`config.mk`:
```
export PLATFORM = sky130hd
export DESIGN_NAME = zb_frame_tx
export DESIGN_NICKNAME = d
export VERILOG_FILES = /design/src/rtl/zb_frame_pkg.sv /design/src/rtl/zb_crc16_nibble.sv /design/src/rtl/zb_frame_tx.sv
export SDC_FILE = /design/constraint.sdc
export NUM_CORES = 1
export LEC_CHECK = 0
export CAP_MARGIN = 40
export CORE_UTILIZATION = 41
export CTS_BUF_LIST = sky130_fd_sc_hd__clkbuf_16
export DETAILED_ROUTE_END_ITERATION = 10
export GPL_TIMING_DRIVEN = 0
export PLACE_DENSITY = 0.75
export SYNTH_ARGS = -nofsm -noshare
export SYNTH_HDL_FRONTEND = slang
export SYNTH_SLANG_ARGS = --single-unit
```
`constraint.sdc`:
```
create_clock -name inClock -period 3 [get_ports inClock]
set_input_delay 0.6 -clock inClock [delete_from_list [all_inputs] [get_ports inClock]]
set_output_delay 0.6 -clock inClock [all_outputs]
set_load 0.1 [all_outputs]
```
`src/rtl/zb_frame_pkg.sv`:
```
// Shared types and constants for the zb_frame_tx transmit frame builder.
// Contents: FSM state enum, default SFD byte, CRC-16 polynomial/init, field widths.
package zb_frame_pkg;

    localparam int unsigned PHR_W = 8;
    localparam int unsigned LEN_W = 7;
    localparam int unsigned CNT_W = 8;
    localparam int unsigned CRC_W = 16;

    localparam logic [7:0]       SFD_DEFAULT = 8'hA7;
    localparam logic [CRC_W-1:0] CRC_POLY    = 16'h8408;
    localparam logic [CRC_W-1:0] CRC_INIT    = 16'h0000;

    typedef enum logic [2:0] {
        ST_IDLE,
        ST_PREAMBLE,
        ST_SFD,
        ST_PHR,
        ST_PAYLOAD,
        ST_FCS,
        ST_DONE
    } zb_state_e;

endpackage

```
`src/rtl/zb_crc16_nibble.sv`:
```
// One nibble step of the reflected CRC-16 (poly 0x8408), bits consumed LSB first.
// Ports: crc_in (current CRC), nibble (data), crc_out (updated CRC). Purely combinational.
module zb_crc16_nibble
    import zb_frame_pkg::*;
(
    input  logic [CRC_W-1:0] crc_in,
    input  logic [3:0]       nibble,
    output logic [CRC_W-1:0] crc_out
);

    // Four serial shift steps unrolled.
    always_comb begin
        crc_out = crc_in;
        for (int i = 0; i < 4; i++) begin
            if (crc_out[0] ^ nibble[i]) begin
                crc_out = (crc_out >> 1) ^ CRC_POLY;
            end else begin
                crc_out = crc_out >> 1;
            end
        end
    end

endmodule

```
`src/rtl/zb_frame_tx.sv`:
```
// Transmit frame builder: wraps a host nibble stream in preamble/SFD/PHR[/FCS]
// and writes it one nibble per cycle into the modulator input FIFO.
// Optional FCS generation is enabled by defining ZB_FRAME_TX_FCS_EN.
// Ports: inClock/inReset (async active-low); inStart/inLength frame request;
// inData/inValid/outReady host stream; inFull/outWriteEnable/outData FIFO side;
// outBusy, outDone (end-of-frame pulse), outError (rejected-request pulse).
module zb_frame_tx
    import zb_frame_pkg::*;
#(
    parameter int unsigned PREAMBLE_NIBBLES = 8,
    parameter logic [7:0]  SFD_BYTE         = SFD_DEFAULT,
    parameter int unsigned MAX_LEN          = 127
) (
    input  logic             inClock,
    input  logic             inReset,
    input  logic             inStart,
    input  logic [LEN_W-1:0] inLength,
    input  logic [3:0]       inData,
    input  logic             inValid,
    output logic             outReady,
    input  logic             inFull,
    output logic             outWriteEnable,
    output logic [3:0]       outData,
    output logic             outBusy,
    output logic             outDone,
    output logic             outError
);

`ifdef ZB_FRAME_TX_FCS_EN
    localparam int unsigned LEN_LIMIT = MAX_LEN - 2;
    localparam int unsigned PHR_ADD   = 2;
`else
    localparam int unsigned LEN_LIMIT = MAX_LEN;
    localparam int unsigned PHR_ADD   = 0;
`endif

    zb_state_e        r_state;
    logic [CNT_W-1:0] r_cnt;
    logic [LEN_W-1:0] r_len;
    logic             r_error;

    logic             w_we;
    logic             w_ready;
    logic [3:0]       w_data;
    logic [PHR_W-1:0] w_phr;
    logic             w_len_ok;
    logic             w_payload_last;

    assign w_phr          = PHR_W'({1'b0, r_len}) + PHR_W'(PHR_ADD);
    assign w_len_ok       = (inLength != '0) && ({1'b0, inLength} <= PHR_W'(LEN_LIMIT));
    assign w_payload_last = (r_cnt == ({r_len, 1'b0} - CNT_W'(1)));

`ifdef ZB_FRAME_TX_FCS_EN
    logic [CRC_W-1:0] r_crc;
    logic [CRC_W-1:0] w_crc_next;

    zb_crc16_nibble u_crc (
        .crc_in  (r_crc),
        .nibble  (inData),
        .crc_out (w_crc_next)
    );
`endif

    // FIFO-side strobe and nibble mux; payload is a straight passthrough.
    always_comb begin
        w_we    = 1'b0;
        w_ready = 1'b0;
        w_data  = 4'h0;
        case (r_state)
            ST_PREAMBLE: begin
                w_we = !inFull;
            end
            ST_SFD: begin
                w_we   = !inFull;
                w_data = r_cnt[0] ? SFD_BYTE[7:4] : SFD_BYTE[3:0];
            end
            ST_PHR: begin
                w_we   = !inFull;
                w_data = r_cnt[0] ? w_phr[7:4] : w_phr[3:0];
            end
            ST_PAYLOAD: begin
                w_ready = !inFull;
                w_we    = inValid && !inFull;
                w_data  = inData;
            end
`ifdef ZB_FRAME_TX_FCS_EN
            ST_FCS: begin
                w_we = !inFull;
                case (r_cnt[1:0])
                    2'd0:    w_data = r_crc[3:0];
                    2'd1:    w_data = r_crc[7:4];
                    2'd2:    w_data = r_crc[11:8];
                    default: w_data = r_crc[15:12];
                endcase
            end
`endif
            default: begin
            end
        endcase
    end

    // Frame sequencer; counters only advance on an actual write, so a stall holds everything.
    always_ff @(posedge inClock or negedge inReset) begin
        if (!inReset) begin
            r_state <= ST_IDLE;
            r_cnt   <= '0;
            r_len   <= '0;
            r_error <= 1'b0;
`ifdef ZB_FRAME_TX_FCS_EN
            r_crc   <= CRC_INIT;
`endif
        end else begin
            r_error <= 1'b0;
            case (r_state)
                ST_IDLE: begin
                    if (inStart) begin
                        if (w_len_ok) begin
                            r_len   <= inLength;
                            r_cnt   <= '0;
                            r_state <= ST_PREAMBLE;
`ifdef ZB_FRAME_TX_FCS_EN
                            r_crc   <= CRC_INIT;
`endif
                        end else begin
                            r_error <= 1'b1;
                        end
                    end
                end
                ST_PREAMBLE: begin
                    if (w_we) begin
                        if (r_cnt == CNT_W'(PREAMBLE_NIBBLES - 1)) begin
                            r_cnt   <= '0;
                            r_state <= ST_SFD;
                        end else begin
                            r_cnt <= r_cnt + CNT_W'(1);
                        end
                    end
                end
                ST_SFD: begin
                    if (w_we) begin
                        if (r_cnt[0]) begin
                            r_cnt   <= '0;
                            r_state <= ST_PHR;
                        end else begin
                            r_cnt <= r_cnt + CNT_W'(1);
                        end
                    end
                end
                ST_PHR: begin
                    if (w_we) begin
                        if (r_cnt[0]) begin
                            r_cnt   <= '0;
                            r_state <= ST_PAYLOAD;
                        end else begin
                            r_cnt <= r_cnt + CNT_W'(1);
                        end
                    end
                end
                ST_PAYLOAD: begin
                    if (w_we) begin
`ifdef ZB_FRAME_TX_FCS_EN
                        r_crc <= w_crc_next;
`endif
                        if (w_payload_last) begin
                            r_cnt <= '0;
`ifdef ZB_FRAME_TX_FCS_EN
                            r_state <= ST_FCS;
`else
                            r_state <= ST_DONE;
`endif
                        end else begin
                            r_cnt <= r_cnt + CNT_W'(1);
                        end
                    end
                end
`ifdef ZB_FRAME_TX_FCS_EN
                ST_FCS: begin
                    if (w_we) begin
                        if (r_cnt[1:0] == 2'd3) begin
                            r_cnt   <= '0;
                            r_state <= ST_DONE;
                        end else begin
                            r_cnt <= r_cnt + CNT_W'(1);
                        end
                    end
                end
`endif
                ST_DONE: begin
                    r_state <= ST_IDLE;
                end
                default: begin
                    r_state <= ST_IDLE;
                end
            endcase
        end
    end

    assign outWriteEnable = w_we;
    assign outData        = w_data;
    assign outReady       = w_ready;
    assign outBusy        = (r_state != ST_IDLE);
    assign outDone        = (r_state == ST_DONE);
    assign outError       = r_error;

endmodule

```
==> reports/results.tsv, run 1 <==
metric	value	unit
Area Growth Syn to Fin	37.2	%
sequential cell area	475	um2
clk buf depth	2	
post-synthesis cell count	175	
ant diodes	0	
cts bufs inserted	3	
post-synthesis mux area share	6.09	%
Endpoint, Worst Hold	r_cnt[3]	
H-tree Lvls	1	
outcome	finished, final reports clean	
CTS root buf	clkbuf_16	
DIE HEIGHT	60.8	um
post-placement cell count	253	
largest net degree at the start of global routing	13	
clock sink count	19	
die width	60.8	um
Total GRT Usage	22.7	%
CP Class	flip-flop to output port	
Fillers	295	
synth warn	0	
WP data required	2400	ps
Post CTS Setup Buffer Count	0	
Die ar.	3700	um2
Worst Path Arrival	2290	ps
Multi-input gate area	865	um2
initial antenna violation count	0	
max capacitance violation total	0	
Slew @ Worst Pin	654	ps
unrepaired setup endpoints after global routing	true	
row cnt	20	
main flop type after synthesis	dfrtp_1	
R2R depth	10	
Hold Path Origin	r_cnt[3]	
first-pass GRT wire length	6130	um
slowest cell delay on critical path	510	ps
gr ovfl total	0	
DR vias	1366	
maximum clock rate	345	MHz
Worst-Skew Late Latency	250	ps
Startpoint Class	flip-flop	
fin crit period	2890	ps
Routability Congestion	0.817	
Compound-Gate Fraction of Synth Area	21.9	%
commonest non-fill, non-tap cell in the layout	clkdlybuf4s50_1	
power per cell area	992	nW/um2
DRT antenna net count	0	
largest family of logic cells by synthesized area	simple AND/OR/NAND/NOR gates	
Initial Utilization	44.6	%
synth unique cells	45	
vias per cell	5.34	
CTS tree	built	
vias in the first global route	1291	
Slowest-stage cell, CP	clkdlybuf4s50_1	
setup tns final	0	ps
HPWL after detailed placement	2710	um
Synth async-reset ratio	100	%
I/O Pins	25	
fin. max-slew vios	0	
Core Area	3180	um2
DRC	0	
drt wl/cell	14.0	um
CP Capture Type	output port	
IO Port Bufs	24	
Post-Synth Simple-Gate Area	24.4	%
Pre-antenna DRT Iters	4	
maximum net fanout on the critical path	8	
Reg clk slew, reported paths	50	ps
DRT Wirelength	3580	um
reg-to-reg endpoint	r_cnt[5]	
worst hold slack	618	ps
register bit total from synthesis	19	
Hold Path Class	flip-flop to flip-flop	
Crit Reg-Reg Startpoint	r_len[0]	
share of cells above drive strength 1	12.7	%
DR iter-0 viols	32	
Netlist Area Pre-Place	1420	um2
Finished Layout Cells	256	
sequential cell area fraction in the yosys report	33.5	%
Post-Synth Adder-Cell Area	2.65	%
Setup violations, final	0	
Cell Chain, Critical Path	clkbuf_1 -> nor2_1 -> mux2i_1 -> nand2_1 -> inv_1 -> clkdlybuf4s50_1 -> buf_8	
R2R setup slack	260	ps
Static Leak	0.000823	uW
highest-count cells in the layout ignoring fill and taps	24 x clkdlybuf4s50_1, 20 x nand2_1, 19 x dfrtp_1, 12 x inv_1, 12 x nor2_1	
Max-slew headroom	55.9	%
Period Utilization, post-route	96.5	%
final-report hold violation count	0	
Fin Clk Skew	1.77	ps
Post-Syn Nets	194	
nets	232	
Synth Area per Inst	8.10	um2
maximum vdd ir drop	0.593	mV
XOR/XNOR Fraction of Synth Area	5.56	%
Hold Path Depth	1	
number of synthesized flops with an enable pin	0	
-- how the worst max path moves through the flow --
stage	from	to	slack [ps]
final	r_state[0]	outWriteEnable	110
after global routing	r_state[0]	outWriteEnable	-8
after CTS	r_cnt[0]	outData[3]	70
after detailed placement	inValid	outWriteEnable	140
after global placement	inValid	outWriteEnable	-260
after floorplan	r_cnt[0]	outData[3]	40
-- repair_timing --
item	4_1_cts	5_1_grt
resized for setup	0	2
endpoints found under the setup margin	0	3
hold buffers	0	0
-- cells in the mapped netlist, types with 3 or more instances --
master / number / area (um2)
dfrtp_1: 19 / 475
mux2i_1: 3 / 30.0
nor2_1: 12 / 45.0
inv_1: 11 / 41.3
clkbuf_1: 11 / 41.3
mux2_2: 5 / 56.3
a21oi_1: 8 / 40.0
nand2_1: 20 / 75.1
nor3_1: 9 / 45.0
nand3_1: 6 / 30.0
nor4_1: 4 / 25.0
a21o_1: 4 / 30.0
ha_1: 3 / 37.5
o21ai_0: 14 / 70.1
a31oi_1: 5 / 31.3
xnor2_1: 7 / 61.3
-- registers in the layout (all words and copies together) (netlist names) --
register  cells
r_cnt         8
r_len         7
r_state       3
outError      1
-- worst max-delay path: cells and delay by family, from the launching register on --
family	cells	cell delay (ps)
buffers and inverters	4	990
flip-flops	1	350
multiplexers	1	230
AND/OR/NAND/NOR	2	460
-- power by group --
group | total [uW] | leakage (uW) | switching [uW] | internal (uW)
Sequential | 430 | 0.000246 | 102 | 328
Combinational | 1230 | 0.000535 | 759 | 467
Clock | 272 | 0.0000423 | 95.0 | 177
Total | 1930 | 0.000823 | 956 | 972
-- cell families (layout without fill, tap and decap cells) --
family,after synthesis,count (layout)
AO/OA/AOI/OAI,46,46
XOR/XNOR,9,9
adder cells (fa/ha/maj),3,3
buffers and inverters,22,59
flip-flops,19,19
multiplexers,8,8
AND/OR/NAND/NOR,68,68
-- through the flow --
stage | setup slack, ps | util (%) | area [um2] | power [uW]
after global routing | -8.46 | 61.2 | 1940 | 2040
after detailed placement | 140 | 58.8 | 1870 | 1650
after global placement | -262 | 54.1 | 1720 | 1500
after floorplan | 38.2 | - | 1420 | 1250
after CTS | 69.2 | 61.3 | 1950 | 1930
final | 105 | 61.2 | 1940 | 1930
-- final cells by class --
class / instances / share of cell area, %
multi-input cells: 134 / 44.5
flip-flops and latches: 19 / 24.5
repair buffers: 34 / 20.1
clock buffers: 3 / 3.86
well taps: 44 / 2.83
inverters: 11 / 2.12
plain buffers: 10 / 1.99
clock inverters: 1 / 0.193
-- metal layers --
metal / track usage, % / share of wire, % / vias up
met5: 0 / 0 / -
met4: 9.42 / 2.0 / 0
li1: - / - / 701
met2: 36.7 / 48 / 31
met1: 31.2 / 47 / 628
met3: 1.92 / 3.1 / 6
(Power assumes the default switching activity.)
==> run 2: changes to the inputs <==
SYNTH_HIERARCHICAL = 1   (was not set)
==> results of run 2 <==
The final DEF is identical to that of run 1; final timing and power are the same.
Main changes from that run: Yosys warning count 0 -> 6
==> run 3: changes to the inputs <==
PLACE_DENSITY = not set   (was 0.75)
RECOVER_POWER = 100   (was not set)
SKIP_CTS_REPAIR_TIMING = 1   (was not set)
==> reports/results.tsv, run 3 <==
metric	value	unit
top-count cell post-synth	nand2_1	
highest-count cells in the layout ignoring fill and taps	21 x clkdlybuf4s50_1, 20 x nand2_1, 19 x dfrtp_1	
WP data required	2400	ps
clock network power share	14.6	%
setup tns final	0	ps
top post-synthesis cells by count	20 x nand2_1, 19 x dfrtp_1, 14 x o21ai_0	
DR iter-0 viols	62	
sequential share of power	22.5	%
Synth Area per Inst	8.10	um2
Worst-Skew Late Latency	250	ps
max reg flops	8	
row cnt	20	
Period Utilization, post-route	95.5	%
DRT antenna net count	0	
vias in the first global route	1369	
I/O Pins	25	
clk buf depth	2	
max capacitance violation total	0	
Reg clk slew, reported paths	60	ps
ant diodes	0	
cell area after layout	1910	um2
final-report hold violation count	0	
R2R setup slack	230	ps
Synth top area share	33.5	%
largest cells by area after synthesis	dfrtp_1 34%, nand2_1 5.3%, o21ai_0 4.9%	
drt wl/cell	14.6	um
post-synthesis cell count	175	
DIE HEIGHT	60.8	um
pre-CTS setup slack	132	ps
Initial Utilization	44.6	%
Pre-antenna DRT Iters	4	
Routability Congestion	0.760	
DR vias	1395	
share of cells above drive strength 1	12.3	%
Fillers	300	
crit path capture	outWriteEnable	
Crit Reg-Reg Startpoint	r_len[0]	
Post-Syn Nets	194	
Netlist Area Pre-Place	1420	um2
P_sw	964	uW
DRC	0	
Yosys top cell by area	dfrtp_1	
vias per cell	5.45	
Hold Path Class	flip-flop to flip-flop	
Static Leak	0.000808	uW
CP Class	primary input to output port	
Area Growth Syn to Fin	34.4	%
R2R depth	10	
CTS root buf	clkbuf_16	
initial antenna violation count	0	
sw frac	50.2	%
gr ovfl total	0	
fin crit period	2870	ps
biggest regs	r_cnt: 8 flops, r_len: 7 flops, r_state: 3 flops	
sequential cell area fraction in the yosys report	33.5	%
Slew @ Worst Pin	1160	ps
largest reg by FF count	r_cnt	
outcome	finished, final reports clean	
synth unique cells	45	
Die ar.	3700	um2
first-pass GRT wire length	6330	um
HPWL after detailed placement	2930	um
number of synthesized flops with an enable pin	0	
clock sink count	19	
power per cell area	1010	nW/um2
combinational power share	63.0	%
DRT Wirelength	3750	um
IO Port Bufs	24	
register bit total from synthesis	19	
Max-slew headroom	23.2	%
nets	232	
H-tree Lvls	1	
reg-to-reg endpoint	r_cnt[5]	
synth warn	6	
CTS tree	built	
cts bufs inserted	3	
maximum clock rate	349	MHz
internal power	954	uW
CP Capture Type	output port	
fin worst setup slack	135	ps
main flop type after synthesis	dfrtp_1	
Worst Path Arrival	2270	ps
largest net degree at the start of global routing	12	
commonest non-fill, non-tap cell in the layout	clkdlybuf4s50_1	
maximum vdd ir drop	0.634	mV
Setup violations, final	0	
die width	60.8	um
maximum net fanout on the critical path	5	
Fin Clk Skew	1.18	ps
Critical Path Source	inValid	
Synth async-reset ratio	100	%
Total GRT Usage	23.5	%
unrepaired setup endpoints after global routing	false	
Core Area	3180	um2
Startpoint Class	primary input	
fin. max-slew vios	0	
dpl cell area	1870	um2
## run 3: metrics by stage
stage,total power (uW),hold WS (ps),util [%],instances
6_report,1920,621,60.0,256
5_1_grt,2040,644,60.0,256
4_1_cts,1950,619,61.3,257
3_5_place_dp,1660,608,58.8,253
3_3_place_gp,1500,604,54.1,243
2_1_floorplan,1250,304,-,175
## run 3: per-layer routing
metal	up-vias	wire length, um	global-route usage, %	part of all wire (%)
met3	6	131	2.99	3.5
met5	-	0	0	0
li1	702	-	-	-
met1	659	1720	29.4	46
met4	0	43	8.77	1.1
met2	28	1860	41.1	50
## run 3: power groups by stage
stage	clock [uW]	combinational [uW]	sequential [uW]
final	279	1210	431
after global routing	295	1300	442
after CTS	284	1250	414
after detailed placement	0	1240	417
after global placement	0	1080	416
after floorplan	0	862	392
## run 3: worst min-delay path by stage
stage | startpoint | to | slack [ps] | cells after the start
after floorplan | inReset | outError | 300 | 0
after global placement | r_cnt[3] | r_cnt[3] | 600 | 1
after detailed placement | r_state[1] | outError | 610 | 3
after CTS | r_state[1] | outError | 620 | 3
after global routing | r_len[4] | r_len[4] | 640 | 2
final | r_len[5] | r_len[5] | 620 | 1
## run 3: kinds of logic (layout without fill, tap and decap cells)
kind of cell	Yosys count	in the layout	synth area share, %
AO/OA/AOI/OAI	46	46	21.9
buffers and inverters	22	59	5.83
flip-flops	19	19	33.5
multiplexers	8	8	6.09
AND/OR/NAND/NOR	68	68	24.4
XOR/XNOR	9	9	5.56
adder cells (fa/ha/maj)	3	3	2.65
## run 3: cell type report
class / count / area [um2] / share of cell area (%)
flip-flops and latches: 19 / 475 / 25.0
well taps: 44 / 55.1 / 2.89
clock buffers: 3 / 75.1 / 3.94
plain buffers: 10 / 40.0 / 2.10
repair buffers: 34 / 353 / 18.5
inverters: 11 / 41.3 / 2.17
multi-input cells: 134 / 861 / 45.2
clock inverters: 1 / 5.00 / 0.263
## run 3: critical path: stages
cell,delay [ps]
clkdlybuf4s50_1,480
nand2_1,60
mux2i_1,150
nand2_1,160
inv_1,110
clkdlybuf4s50_1,490
buf_6,220
==> patch: new RTL, config.mk and constraints of run 1 <==
Build with the macro `ZB_FRAME_TX_FCS_EN` defined.
--- a/src/rtl/zb_frame_tx.sv
+++ b/src/rtl/zb_frame_tx.sv
@@ -5,4 +5,6 @@
 // inData/inValid/outReady host stream; inFull/outWriteEnable/outData FIFO side;
 // outBusy, outDone (end-of-frame pulse), outError (rejected-request pulse).
+`define ZB_FRAME_TX_FCS_EN
+
 module zb_frame_tx
     import zb_frame_pkg::*;
Check against the original RTL: not equivalent (Yosys sat finds a counterexample within 4 cycles, from zero or initial values and one cycle with inReset low).
==> patch against run 1 <==
  * Clock skew is 0.0032 ns higher
  * Area after synthesis rose by 78%
  * Power increased by 56%
  * Count of clock-buffer cells in the layout grew 2
  * Worst setup slack got worse by 0.018 ns
  * Register-to-register slack about the same
  * Wire length increased by 91%
  * Sequential cell count grew 16
  * Cell area increased by 68%
==> patch: results (changes against run 1) <==
| Metric | Value |
|---|---|
| Status | `completed (unchanged)` |
| CP peak stage delay | `0.57 ns (was 0.51 ns)` |
| First-pass GRT wire length | `11300 um (was 6130 um)` |
| Met1 Resource Use GR | `29.3% (was 31.2%)` |
| Reg area | `877 um2 (was 475 um2)` |
| CTS resizes | `27 (was 0)` |
| Synth Area in Adders | `5.95% (was 2.65%)` |
| Post-Syn Nets | `328 (was 194)` |
| Pre-CTS worst setup slack | `-0.366 ns (was 0.140 ns)` |
| Largest net degree at the start of global routing | `36 (was 13)` |
| Leakage | `1.28 nW (was 0.823 nW)` |
| # nets final | `367 (was 232)` |
| Mux contribution to synthesized area | `3.42% (was 6.09%)` |
| Top cells by area, synth | `dfrtp_1 35%, nand2_1 8.0%, ha_1 6.0% (was dfrtp_1 34%, nand2_1 5.3%, o21ai_0 4.9%)` |
| Filler cells | `527 (was 295)` |
| Initial DRT Pass Iterations | `5 (was 4)` |
| Critical path peak fanout | `4 (was 8)` |
| GPL Wtd Cong | `0.910 (was 0.817)` |
| Synth Area in Compound Gates | `20.3% (was 21.9%)` |
| M1 wire length | `3000 um (was 1690 um)` |
| Commonest cells post-synth | `54 x nand2_1, 35 x dfrtp_1, 30 x o21ai_0, 21 x nor2_1, 15 x xor2_1 (was 20 x nand2_1, 19 x dfrtp_1, 14 x o21ai_0, 12 x nor2_1)` |
| Post-synth cell types | `51 (was 45)` |
| Clock Skews | `0.00501 ns (was 0.00177 ns)` |
| Sequential fraction of the synthesis area | `34.7% (was 33.5%)` |
| Placed instance area | `3020 um2 (was 1870 um2)` |
| Relative slew slack | `44.9% (was 55.9%)` |
| Worst Reg-to-Reg Cells | `9 (was 10)` |
| CTS H-tree depth | `2 (was 1)` |
| GR met3 Demand/Resource | `4.09% (was 1.92%)` |
| Mapped Avg Cell Area | `8.41 um2 (was 8.10 um2)` |
| Total Routed Length | `6840 um (was 3580 um)` |
| Largest registers | `r_crc: 16 flops, r_cnt: 8 flops, r_len: 7 flops (was r_cnt: 8 flops, r_len: 7 flops, r_state: 3 flops)` |
| Switching power | `1.45 mW (was 956 uW)` |
## patch: worst max-delay path by stage
stage	end	slack, ns	depth (start not counted)	startpoint
4_1_cts	outData[0]	-0.08	9	r_state[2]
3_3_place_gp	outData[2]	-0.77	7	r_state[2]
5_1_grt	r_cnt[5]	0.008	9	inLength[2]
3_5_place_dp	outData[2]	-0.37	8	r_state[2]
6_report	outWriteEnable	0.09	5	inValid
2_1_floorplan	outDone	-0.48	4	r_state[2]
## patch: worst register-to-register path, delay by kind of cell, from the launching register on
| family | cells | cell delay (ns) |
|---|---|---|
| AOI/OAI and AO/OA | 4 | 1.13 |
| DFF | 1 | 0.39 |
| muxes | 1 | 0.37 |
| and+or+nand+nor | 2 | 0.36 |
| adders and majority gates | 1 | 0.22 |
| buffers and inverters | 1 | 0.16 |
## patch: cell families (layout without fill, tap and decap cells)
kind of cell	count (synthesis)	count (layout)
and+or+nand+nor	114	114
AOI/OAI and AO/OA	74	74
DFF	35	35
buffers and inverters	29	69
xor gates and xnor gates	28	28
adders and majority gates	12	12
muxes	8	8
## patch: power by group through the flow
stage                     Clock (mW)  Combinational [mW]  Sequential [mW]
after detailed placement           0                1.66            0.729
after global routing           0.545                1.90            0.739
after CTS                      0.523                1.75            0.720
final                          0.518                1.76            0.726
after floorplan                    0                1.21            0.690
after global placement             0                1.51            0.721
## patch: final cells by class
| class | count | share of cell area (%) |
|---|---|---|
| inverters | 14 | 1.80 |
| flip-flops and latches | 35 | 26.9 |
| plain buffers | 15 | 2.46 |
| clock inverters | 3 | 0.614 |
| multi-input cells | 236 | 50.1 |
| clock buffers | 5 | 3.84 |
| well taps | 75 | 2.88 |
| repair buffers | 32 | 11.4 |
